$ cat src/rtl/shared_register_arbiter_if.sv
// Bus between four requesters and the shared-register arbiter.
//   req       requester -> arbiter  per-requester write request (level)
//   lock      requester -> arbiter  per-requester chain request
//   reqData   requester -> arbiter  requester i data at [i*W +: W]
//   grant     arbiter -> requester  one-hot owner, 0 when idle
//   regEnb    arbiter -> register   one-cycle load pulse per write
//   regDataIn arbiter -> register   load data, valid while regEnb=1
//   ack       arbiter -> requester  one-hot write-complete pulse
//   busy      arbiter -> requester  arbiter not idle
interface shared_register_arbiter_if #(
    parameter int unsigned W = 16
);
    logic [3:0]     req;
    logic [3:0]     lock;
    logic [4*W-1:0] reqData;
    logic [3:0]     grant;
    logic           regEnb;
    logic [W-1:0]   regDataIn;
    logic [3:0]     ack;
    logic           busy;

    modport master (
        output req, lock, reqData,
        input  grant, regEnb, regDataIn, ack, busy
    );

    modport slave (
        input  req, lock, reqData,
        output grant, regEnb, regDataIn, ack, busy
    );
endinterface

$ cat src/rtl/shared_register_arbiter.sv
// Round-robin write arbiter sharing one enable-loaded W-bit register among
// four requesters, with bounded back-to-back chaining via lock.
//   clock  rising-edge clock
//   reset  asynchronous, active-high
//   bus    slave side of shared_register_arbiter_if (req/lock/reqData in;
//          grant/regEnb/regDataIn/ack/busy out)
// All outputs come straight from registered state.
module shared_register_arbiter #(
    parameter int unsigned W       = 16,
    parameter int unsigned MAXLOCK = 4
) (
    input  logic clock,
    input  logic reset,
    shared_register_arbiter_if.slave bus
);
    typedef enum logic [1:0] {IDLE, WRITE, ACK} state_t;

    state_t       state_q, state_d;
    logic [3:0]   grant_q, grant_d;
    logic [W-1:0] data_q, data_d;
    logic [1:0]   ptr_q, ptr_d;
    logic [1:0]   owner_q, owner_d;
    logic [3:0]   lcnt_q, lcnt_d;

    logic         win_found;
    logic [1:0]   win_idx;
    logic [1:0]   scan_idx;

    // First requesting index at or after ptr, wrapping modulo 4.
    always_comb begin
        win_found = 1'b0;
        win_idx   = ptr_q;
        scan_idx  = '0;
        for (int unsigned k = 0; k < 4; k++) begin
            scan_idx = ptr_q + 2'(k);
            if (!win_found && bus.req[scan_idx]) begin
                win_found = 1'b1;
                win_idx   = scan_idx;
            end
        end
    end

    always_comb begin
        state_d = state_q;
        grant_d = grant_q;
        data_d  = data_q;
        ptr_d   = ptr_q;
        owner_d = owner_q;
        lcnt_d  = lcnt_q;
        case (state_q)
            IDLE: begin
                if (win_found) begin
                    owner_d = win_idx;
                    grant_d = 4'b0001 << win_idx;
                    data_d  = bus.reqData[32'(win_idx) * W +: W];
                    state_d = WRITE;
                end
            end
            WRITE: begin
                state_d = ACK;
            end
            ACK: begin
                if (bus.lock[owner_q] && bus.req[owner_q] &&
                    (lcnt_q < 4'(MAXLOCK - 1))) begin
                    // Chain another write; ptr stays so release rotates normally.
                    data_d  = bus.reqData[32'(owner_q) * W +: W];
                    lcnt_d  = lcnt_q + 4'd1;
                    state_d = WRITE;
                end else begin
                    grant_d = '0;
                    lcnt_d  = '0;
                    ptr_d   = owner_q + 2'd1;
                    state_d = IDLE;
                end
            end
            default: begin
                state_d = IDLE;
            end
        endcase
    end

    always_ff @(posedge clock or posedge reset) begin
        if (reset) begin
            state_q <= IDLE;
            grant_q <= '0;
            data_q  <= '0;
            ptr_q   <= '0;
            owner_q <= '0;
            lcnt_q  <= '0;
        end else begin
            state_q <= state_d;
            grant_q <= grant_d;
            data_q  <= data_d;
            ptr_q   <= ptr_d;
            owner_q <= owner_d;
            lcnt_q  <= lcnt_d;
        end
    end

    assign bus.grant     = grant_q;
    assign bus.regEnb    = (state_q == WRITE);
    assign bus.regDataIn = data_q;
    assign bus.ack       = (state_q == ACK) ? grant_q : '0;
    assign bus.busy      = (state_q != IDLE);
endmodule

$ cat src/flat_wrapper.sv
// flat-port wrapper written by rule: the top's interface ports become plain ports
module shared_register_arbiter_flat 
#(
    parameter int unsigned W       = 16,
    parameter int unsigned MAXLOCK = 4
)
  (clock, reset, bus_req, bus_lock, bus_reqData, bus_grant, bus_regEnb, bus_regDataIn, bus_ack, bus_busy);
  shared_register_arbiter_if #(.W(W)) bus_i ();
  input  logic clock;
  input  logic reset;
  input wire logic [$bits(bus_i.req)-1:0] bus_req;
  input wire logic [$bits(bus_i.lock)-1:0] bus_lock;
  input wire logic [$bits(bus_i.reqData)-1:0] bus_reqData;
  output wire logic [$bits(bus_i.grant)-1:0] bus_grant;
  output wire logic [$bits(bus_i.regEnb)-1:0] bus_regEnb;
  output wire logic [$bits(bus_i.regDataIn)-1:0] bus_regDataIn;
  output wire logic [$bits(bus_i.ack)-1:0] bus_ack;
  output wire logic [$bits(bus_i.busy)-1:0] bus_busy;
  assign bus_i.req = bus_req;
  assign bus_i.lock = bus_lock;
  assign bus_i.reqData = bus_reqData;
  assign bus_grant = bus_i.grant;
  assign bus_regEnb = bus_i.regEnb;
  assign bus_regDataIn = bus_i.regDataIn;
  assign bus_ack = bus_i.ack;
  assign bus_busy = bus_i.busy;
  shared_register_arbiter #(.W(W), .MAXLOCK(MAXLOCK)) u_core (.clock(clock), .reset(reset), .bus(bus_i));
endmodule
$ cat config.mk
export PLATFORM = sky130hd
export DESIGN_NAME = shared_register_arbiter_flat
export DESIGN_NICKNAME = d
export VERILOG_FILES = /design/src/rtl/shared_register_arbiter_if.sv /design/src/rtl/shared_register_arbiter.sv /design/src/flat_wrapper.sv
export SDC_FILE = /design/constraint.sdc
export NUM_CORES = 1
export LEC_CHECK = 0
export ABC_AREA = 1
export BUFFER_PORTS_ARGS = -buffer_cell sky130_fd_sc_hd__buf_2
export CORE_MARGIN = 3
export CORE_UTILIZATION = 45
export DETAILED_ROUTE_END_ITERATION = 7
export PLACE_DENSITY = 0.76
export RECOVER_POWER = 25
export SLEW_MARGIN = 30
export SYNTH_ARGS = -nofsm -noshare
export SYNTH_HDL_FRONTEND = slang
export SYNTH_SLANG_ARGS = --single-unit
$ cat constraint.sdc
create_clock -name clock -period 3.8 [get_ports clock]
set_input_delay 0.76 -clock clock [delete_from_list [all_inputs] [get_ports clock]]
set_output_delay 0.76 -clock clock [all_outputs]
set_load 0.005 [all_outputs]
==> impl_metrics.toml, run 1 <==
[yosys]
ys_seq_area_share_pct = 32.4
yosys_most_used_dff = "dfrtp_1"
yosysTopAreaCellShare_pct = 32.4
syn_inst = 361
synth_cell_types = 27
syn_area_per_cell_um2 = 6.41
synthTopCellsByCount = "nand2_1, nand3_1, dfrtp_1, inv_1, nor2_1"
async_reset_ff_share_pct = 100
synth_area_leaders = "dfrtp_1, nand2_1, nand3_1"
yosysMostFrequentCell = "nand2_1"
yosys.area.top_type = "dfrtp_1"
syn_nets = 436
ys_warn_count = 0
synth-seq-cells = 30
syn_area_um2 = 2310
synth_edf_count = 0

[placement]
hpwl_um = 4800
placed_area_um2 = 2750
globalplace.congestion = 0.894
port_buffers = 99

[pwr]
seqPwrFrac_pct = 19.3
internal-power_w = 0.00129
power_density_nw_per_um2 = 1060
sw_frac_of_total_pct = 56.8
p_leak_nw = 1.73
ir_drop_mv = 0.538
switching_power_w = 0.00170
combPwrFrac_pct = 72.7
power_frac_clock_pct = 8.0

[floorplanning]
core_area_um2 = 4850
fp-row-count = 25
ios = 100
start_util_pct = 47.7
die_x_um = 77.7
die-area_um2 = 6040
die_h_um = 77.7

[cells_and_area]
drive_gt1_share_pct = 29.5
final_nets = 526
final_design_area_no_fill_um2 = 2830
fill_cells = 493
antennaDiodeCount = 0
syn_to_final_growth_pct = 22.2
multiInputGateArea_um2 = 1340
register_area_um2 = 751

[route]
num_vias = 2533
routed_wl_um = 6230
wire_per_inst_um = 12.0
viasPerCell = 4.89
dr.pass1.iters = 4
drtAntennaViolNets = 0
drtIter0Drc = 130
drc_errors = 0

[global_route]
overflow = 0
grt_pass1_wl_um = 10200
antenna_found_initial = 0
grt_max_degree = 35
grtUsageTotal_pct = 20.6
grt_pass1_vias = 2322

[timing]
fin_crit_sh_pct = 66.8
tightest_slew_ns = 1.10
setup_tns_ns = 0
period_needed_ns = 2.54
rsz0062_at_grt = "no"
final-hold-violation-count = 0
report.final.slew_viol_count = 0
fmax_mhz = 394
max_slew_margin_pct = 26.6
skew_ns = 0.00899
setup_viol = 0

[hold_path]
hp-class = "reg -> reg"
min_to = "u_core.state_q[1]$_DFFE_PP0P_"
whs_path_depth = 1
hold_start = "u_core.state_q[1]$_DFFE_PP0P_"

[critical_path]
timing.rr.end = "u_core.bus.regDataIn[0]$_DFFE_PP0P_"
r2r_cells = 17
worstSetupStartpoint = "u_core.ptr_q[0]$_DFFE_PP0P_"
r2r_start = "u_core.ptr_q[0]$_DFFE_PP0P_"
required_ns = 3.97
crit_type = "reg -> reg"
arrival_ns = 2.71
r2r_setup_slack_ns = 1.26
path_max_fanout = 34
cp-start-kind = "flip-flop"
end_kind = "flip-flop"

[cts]
clockRootBuffer = "clkbuf_8"
ctsResizeCount = 0
post_cts_buffers = 0
htreeDepth = 2
postCtsHoldBufs = 0
cts_tree = "built"
cts_buffers = 5
path_clk_slew_ns = 0.06
clock_sinks = 30
clockBufferDepth = 2
worstSkewPairLatency_ns = 0.28

[status]
status = "finished, final reports clean"

[job]
drv_cap = 0
==> worst max path at each step <==
stage,end
2_1_floorplan,u_core.bus.regDataIn[10]$_DFFE_PP0P_
3_3_place_gp,u_core.bus.regDataIn[0]$_DFFE_PP0P_
3_5_place_dp,u_core.bus.regDataIn[4]$_DFFE_PP0P_
4_1_cts,u_core.bus.regDataIn[0]$_DFFE_PP0P_
5_1_grt,u_core.bus.regDataIn[4]$_DFFE_PP0P_
6_report,u_core.bus.regDataIn[0]$_DFFE_PP0P_
==> logic make-up after synthesis <==
family                   count (synthesis)  share of synthesized area [%]
AO/OA/AOI/OAI                           14                           4.11
adder cells (fa/ha/maj)                  1                          0.540
buffers and inverters                   37                           10.0
flip-flops                              30                           32.4
AND/OR/NAND/NOR                        279                           52.9
==> critical path, stage by stage (launching register included) <==
cell,delay [ns]
dfrtp_1,0.59
inv_6,0.10
nand2_1,0.09
nand2_2,0.10
nand2_4,0.08
nand2_4,0.08
nor2_8,0.11
nand3_2,0.09
nand2_1,0.07
nand2_1,0.10
nand2_4,0.30
nand2_4,0.27
nand2_1,0.13
nand2_1,0.09
nand2_1,0.08
nand2_1,0.06
nand2_1,0.05
nand2_1,0.05
==> per-layer routing <==
layer  global-route usage (%)  vias up  routed length (um)
met5                        0        -                   0
met4                     6.94        0                 132
met3                     4.52       12                 398
met2                     34.2       86                3030
met1                     26.4     1131                2670
li1                         -     1304                   -
==> cells in the final DEF (no fill, tap or decap), types with 5 or more instances in the layout <==
master    Yosys  final
nand2_1     192    191
buf_2         0     99
nand3_1      45     45
dfrtp_1      30     30
inv_1        18     18
nor2_1       16     16
nand2_2      11     12
nand2_4       7      7
o21ai_0       7      7
clkbuf_8      2      5
==> sequential cells by signal, indices dropped and copies added, names as in the netlist <==
register and flops:
u_core.bus.regDataIn 16, u_core.bus.grant 4, u_core.lcnt_q 4, u_core.owner_q 2
u_core.ptr_q 2, u_core.state_q 2
==> layout make-up <==
class,instances,share of cell area [%]
sequential,30,26.5
clock buffer,5,2.43
tap,67,2.96
inverter,21,2.96
timing repair buffer,99,17.5
clock inverter,2,0.354
multi-input combinational,294,47.2
==> per-stage QoR <==
| stage | std cells | total power, W | setup slack [ns] | hold slack, ns | utilization (%) |
|---|---|---|---|---|---|
| finish | 518 | 0.00300 | 1.26 | 0.454 | 58.3 |
| global route | 518 | 0.00337 | 0.985 | 0.477 | 58.3 |
| CTS | 518 | 0.00301 | 1.28 | 0.459 | 58.3 |
| detailed placement | 511 | 0.00276 | 1.04 | 0.451 | 56.7 |
| global placement | 511 | 0.00272 | 1.08 | 0.435 | 56.6 |
| floorplan | 361 | 0.00247 | 1.72 | 0.424 | - |
==> power by group through the flow <==
stage / Clock, W / Combinational, W / Sequential, W
global route: 0.000254 / 0.00252 / 0.000597
floorplan: 0 / 0.00192 / 0.000548
global placement: 0 / 0.00214 / 0.000579
finish: 0.000240 / 0.00218 / 0.000578
CTS: 0.000245 / 0.00219 / 0.000576
detailed placement: 0 / 0.00218 / 0.000578
Note: power is estimated with default switching activity, not from simulation.
==> inputs of run 2 (changes only) <==
--- a/config.mk
+++ b/config.mk
@@ -8,9 +8,9 @@
 export ABC_AREA = 1
 export BUFFER_PORTS_ARGS = -buffer_cell sky130_fd_sc_hd__buf_2
 export CORE_MARGIN = 3
-export CORE_UTILIZATION = 45
+export CORE_UTILIZATION = 44
 export DETAILED_ROUTE_END_ITERATION = 7
-export PLACE_DENSITY = 0.76
+export PLACE_DENSITY = 0.78
 export RECOVER_POWER = 25
 export SLEW_MARGIN = 30
 export SYNTH_ARGS = -nofsm -noshare
==> constraint.sdc (replaced) <==
create_clock -name clock -period 2.1 [get_ports clock]
set_input_delay 0.42 -clock clock [delete_from_list [all_inputs] [get_ports clock]]
set_output_delay 0.42 -clock clock [all_outputs]
set_load 0.005 [all_outputs]
==> run 2 against run 1 <==
Against the previous run:
- the run now ends with capacitance limit, slew limit, setup timing left
- fmax increased by 19%
- die area grew 2.1%
- final cell count is 4.6% higher
- register-to-register slack got worse by 1.3 ns
- sequential share of layout area shrank 3.0 points
- sequential cell count stayed put
- clock skew is 0.0030 ns lower
==> impl_metrics.toml, run 2 (synthesized netlist as in run 1, its figures left out) <==
[status]
status = "finished with violations"
violations = "capacitance limit, slew limit, setup timing"

[floorplanning]
start_util_pct = 47.1
core_area_um2 = 4910
die_x_um = 78.5
die_h_um = 78.5
fp-row-count = 25
die-area_um2 = 6170
ios = 100

[global_route]
overflow = 0
grtUsageTotal_pct = 21.3
grt_pass1_vias = 2366
antenna_found_initial = 0
grt_pass1_wl_um = 10600
grt_max_degree = 33

[cells_and_area]
layout.cells.non_filler = 542
fill_cells = 449
syn_to_final_growth_pct = 38.1
final_design_area_no_fill_um2 = 3200
final_nets = 549
largest_reg_flops = 16
mostFrequentLayoutCells = "nand2_1, buf_2, nand3_1, dfrtp_1, inv_1"
drive_gt1_share_pct = 34.9
antennaDiodeCount = 0
final_common_cell = "nand2_1"
register_area_um2 = 753
multiInputGateArea_um2 = 1480

[route]
wire_per_inst_um = 13.2
drc_errors = 0
drtIter0Drc = 188
dr.pass1.iters = 4
drtAntennaViolNets = 0
num_vias = 2755
viasPerCell = 5.08
routed_wl_um = 7130

[cts]
clock_sinks = 30
clockBufferDepth = 2
cts_buffers = 5
worstSkewPairLatency_ns = 0.29
htreeDepth = 2
clockRootBuffer = "clkbuf_8"
path_clk_slew_ns = 0.07
cts_tree = "built"

[placement]
hpwl_um = 4950
dp.cells = 523
dp_slack_ns = -0.0550
port_buffers = 99
globalplace.congestion = 0.894
placed_area_um2 = 2850

[timing]
final-hold-violation-count = 0
skew_ns = 0.00599
rsz0062_at_grt = "yes"
fin_crit_sh_pct = 102
setup_tns_ns = -0.0729
period_needed_ns = 2.13
max_slew_margin_pct = -6.27
report.final.slew_viol_count = 31
setup_viol = 5
tightest_slew_ns = 1.59
fin_ws_ns = -0.0331
fmax_mhz = 469

[pwr]
p_leak_nw = 1.88
ir_drop_mv = 0.965
power_w = 0.00689
power_density_nw_per_um2 = 2150

[job]
drv_cap = 1

[critical_path]
crit_type = "reg -> reg"
end_kind = "flip-flop"
r2r_setup_slack_ns = -0.03
path_max_fanout = 11
cp-start-kind = "flip-flop"
required_ns = 2.27
arrival_ns = 2.31

[hold_path]
hp-class = "reg -> reg"
-- run 2: cell types whose count changed in the layout (fill, tap and decap cells not counted), sizes merged --
cell | before | now
clkbuf | 5 | 10
inv | 21 | 20
buf | 99 | 116
nand2 | 210 | 213
-- run 2: final cells by class --
class | instances | area share, %
Inverter | 21 | 2.62
Clock buffer | 7 | 2.70
Clock inverter | 1 | 0.157
Multi-Input combinational cell | 297 | 46.2
Sequential cell | 30 | 23.6
Timing Repair Buffer | 119 | 22.1
Tap cell | 67 | 2.62
-- run 2: where the power goes --
| group | total (W) | internal [W] | switching [W] | leakage [nW] |
|---|---|---|---|---|
| Sequential | 0.00104 | 0.000852 | 0.000186 | 0.379 |
| Combinational | 0.00537 | 0.00210 | 0.00327 | 1.46 |
| Clock | 0.000479 | 0.000264 | 0.000215 | 0.0482 |
| Total | 0.00689 | 0.00322 | 0.00367 | 1.88 |
-- run 2: worst paths after layout --
path                       cells past startpoint                     startpoint                                   to
setup / recovery                              16    u_core.ptr_q[0]$_DFFE_PP0P_  u_core.bus.regDataIn[2]$_DFFE_PP0P_
hold / removal                                 1  u_core.state_q[1]$_DFFE_PP0P_        u_core.state_q[1]$_DFFE_PP0P_
setup reg to reg                              16    u_core.ptr_q[0]$_DFFE_PP0P_  u_core.bus.regDataIn[2]$_DFFE_PP0P_
hold reg to reg                                1  u_core.state_q[1]$_DFFE_PP0P_        u_core.state_q[1]$_DFFE_PP0P_
max in group asynchronous                      3                          reset          u_core.ptr_q[0]$_DFFE_PP0P_
min in group asynchronous                      3                          reset  u_core.bus.regDataIn[5]$_DFFE_PP0P_
-- run 2: layer usage --
layer / vias to the layer above / part of all wire (%) / track usage (%)
met5: - / 0 / 0
met2: 143 / 51 / 34.9
met4: 0 / 1.4 / 7.34
met1: 1237 / 40 / 28.2
met3: 10 / 8.0 / 3.78
li1: 1365 / - / -
-- run 2: what timing repair did --
item                                    CTS  global route
hold endpoints to repair                  0             0
hold buffers                              0             0
pin swaps                                 0            15
endpoints found under the setup margin   14            21
cloned                                    0             6
gates resized for setup                   3            32
setup buffers                             0             5
-- run 2: stage by stage --
stage	hold WS, ns	util (%)
after CTS	0.214	60.2
after global routing	0.491	65.1
final	0.453	65.1
after global placement	0.443	58.0
after detailed placement	0.448	58.0
after floorplan	0.424	-
-- run 2: worst max-delay path, stage by stage (launching register included) --
cell,delay (ns)
dfrtp_2,0.46
buf_6,0.15
nand2_2,0.06
nand2_2,0.08
nand2_4,0.10
nand2_8,0.07
nor2_8,0.13
nand4_1,0.15
nand2_4,0.16
nand2_8,0.09
clkbuf_16,0.19
nand3_1,0.07
nand2_1,0.06
nand2_1,0.06
nand2_1,0.06
nand2_1,0.08
nand2_1,0.05
==> inputs of run 3 (changes only) <==
--- a/config.mk
+++ b/config.mk
@@ -10,7 +10,7 @@
 export CORE_MARGIN = 3
 export CORE_UTILIZATION = 44
 export DETAILED_ROUTE_END_ITERATION = 7
-export PLACE_DENSITY = 0.78
+export PLACE_DENSITY_LB_ADDON = 0.12
 export RECOVER_POWER = 25
 export SLEW_MARGIN = 30
 export SYNTH_ARGS = -nofsm -noshare
==> run 3 against run 2 <==
Against the previous run:
- the flow still finishes with violations (capacitance limit, slew limit, setup timing)
- clock skew grew 0.0019 ns
- setup slack better by 0.016 ns
- routed wire length fell by 5.7%
- total power fell by 1.1%
- clock power rose by 54%
- die area unchanged
- largest power group unchanged
- worst hold slack hardly changed
- combinational power fell by 6.0%
- sequential share of layout area increased by 0.10 points
- critical endpoint is now u_core.bus.regDataIn[11]$_DFFE_PP0P_
- largest cell class unchanged
==> impl_metrics.toml, run 3 (synthesized netlist as in run 1, its figures left out) <==
[pwr]
power_density_nw_per_um2 = 2140
internal-power_w = 0.00332
ir_drop_mv = 1.15
power_frac_clock_pct = 10.8
combPwrFrac_pct = 74.2
p_leak_nw = 1.88
sw_frac_of_total_pct = 51.2
switching_power_w = 0.00349
seqPwrFrac_pct = 15.0

[timing]
rsz0062_at_grt = "yes"
fin_crit_sh_pct = 101
max_slew_margin_pct = -7.73
period_needed_ns = 2.12
skew_ns = 0.00793
report.final.slew_viol_count = 31
final-hold-violation-count = 0
fmax_mhz = 472
fin_ws_ns = -0.0167
setup_viol = 3
setup_tns_ns = -0.0213
tightest_slew_ns = 1.62

[critical_path]
cp-start-kind = "flip-flop"
worstPathCellList = "clkinv_4 > nand2_2 > nand2_2 > nand2_4 > nand2_4 > nor2_8 > nand4_1 > nand2_2 > nand2_8 > clkbuf_16 > nand3_1 > nand2_1 > nand2_1 > nand2_1 > nand2_1 > nand2_1"
crit_top_cell = "nand2_1"
crit_type = "reg -> reg"
required_ns = 2.27
crit_path_max_incr_delay_ns = 0.45
path_max_fanout = 16
end_kind = "flip-flop"
cp_slowest_cell = "dfrtp_2"
worstSetupStartpoint = "u_core.ptr_q[0]$_DFFE_PP0P_"
r2r_start = "u_core.ptr_q[0]$_DFFE_PP0P_"
arrival_ns = 2.29
critPathTopFamily = "simple AND/OR/NAND/NOR gates"
crit_buf_inv = 2

[placement]
port_buffers = 99
dp.cells = 521
globalplace.congestion = 0.842
hpwl_um = 4830
placed_area_um2 = 2850

[job]
drv_cap = 1

[hold_path]
hp-class = "reg -> reg"
hold_start = "u_core.state_q[1]$_DFFE_PP0P_"

[cells_and_area]
layout.cells.non_filler = 535
final_design_area_no_fill_um2 = 3180
final_common_cell = "nand2_1"
mostFrequentLayoutCells = "nand2_1, buf_2, nand3_1, dfrtp_1"
drive_gt1_share_pct = 34.2
final_util_pct = 64.7
antennaDiodeCount = 0
largest_reg_flops = 16
final_nets = 542
syn_to_final_growth_pct = 37.2

[cts]
path_clk_slew_ns = 0.07
cts_buffers = 5
cts_tree = "built"
postCtsHoldBufs = 0
clock_sinks = 30
htreeDepth = 2
worstSkewPairLatency_ns = 0.28
clockRootBuffer = "clkbuf_8"
clockBufferDepth = 2

[global_route]
grt_max_degree = 34
grt_pass1_vias = 2345
antenna_found_initial = 0
overflow = 0
grt_pass1_wl_um = 10400
grtUsageTotal_pct = 20.6

[route]
wire_per_inst_um = 12.6
num_vias = 2618
drtAntennaViolNets = 0
routed_wl_um = 6720
viasPerCell = 4.89
drc_errors = 0
dr.pass1.iters = 6
drtIter0Drc = 98

[floorplanning]
die-area_um2 = 6170
start_util_pct = 47.1
ios = 100
core_area_um2 = 4910
die_h_um = 78.5
fp-row-count = 25
die_x_um = 78.5

[status]
status = "finished with violations"
violations = "capacitance limit, slew limit, setup timing"
run 3: cell types whose count changed in the layout (fill, tap and decap cells not counted), sizes merged:
cell,before,now
buf,116,110
bufinv,0,2
clkinv,2,1
nand2,213,211
run 3: metal layers:
layer  vias to the layer above  global-route usage [%]  share of wire (%)
li1                       1345                       -                  -
met1                      1179                    28.7                 46
met2                        86                    33.4                 48
met3                         8                    3.21                5.0
met4                         0                    4.90                1.0
met5                         -                       0                  0
run 3: power groups by stage:
stage / logic [W] / clock network (W) / registers [W]
floorplan: 0.00348 / 0 / 0.000991
global placement: 0.00428 / 0 / 0.00102
detailed placement: 0.00430 / 0 / 0.00103
CTS: 0.00431 / 0.000744 / 0.00102
global route: 0.00569 / 0.000769 / 0.00104
finish: 0.00505 / 0.000736 / 0.00102
run 3: what timing repair did:
item	4_1_cts	5_1_grt
setup endpoints to repair	11	19
resized for setup	1	22
gates cloned	0	4
buffers inserted	0	2
pin swaps	0	7
run 3: final timing paths:
kind	endpoint	slack [ns]	cells past startpoint
setup / recovery	u_core.bus.regDataIn[11]$_DFFE_PP0P_	-0.02	16
hold / removal	u_core.state_q[1]$_DFFE_PP0P_	0.45	1
setup reg to reg	u_core.bus.regDataIn[11]$_DFFE_PP0P_	-0.02	16
hold reg to reg	u_core.state_q[1]$_DFFE_PP0P_	0.45	1
max in group asynchronous	u_core.ptr_q[0]$_DFFE_PP0P_	0.35	3
min in group asynchronous	u_core.state_q[1]$_DFFE_PP0P_	0.68	3
run 3: layout make-up:
cell class / count / area (um2)
Clock buffer: 6 / 82.6
Fill cell: 466 / 1730
Timing Repair Buffer: 114 / 682
Clock inverter: 2 / 60.1
Multi-Input combinational cell: 295 / 1430
Tap cell: 67 / 83.8
Inverter: 21 / 83.8
Sequential cell: 30 / 752
run 3: metrics by stage:
| step | hold slack (ns) | power, W | setup slack, ns |
|---|---|---|---|
| finish | 0.453 | 0.00681 | -0.0167 |
| CTS | 0.214 | 0.00607 | 0.0395 |
| global placement | 0.440 | 0.00531 | 0.00216 |
| floorplan | 0.424 | 0.00447 | 0.261 |
| detailed placement | 0.447 | 0.00533 | -0.0157 |
| global route | 0.486 | 0.00750 | -0.145 |
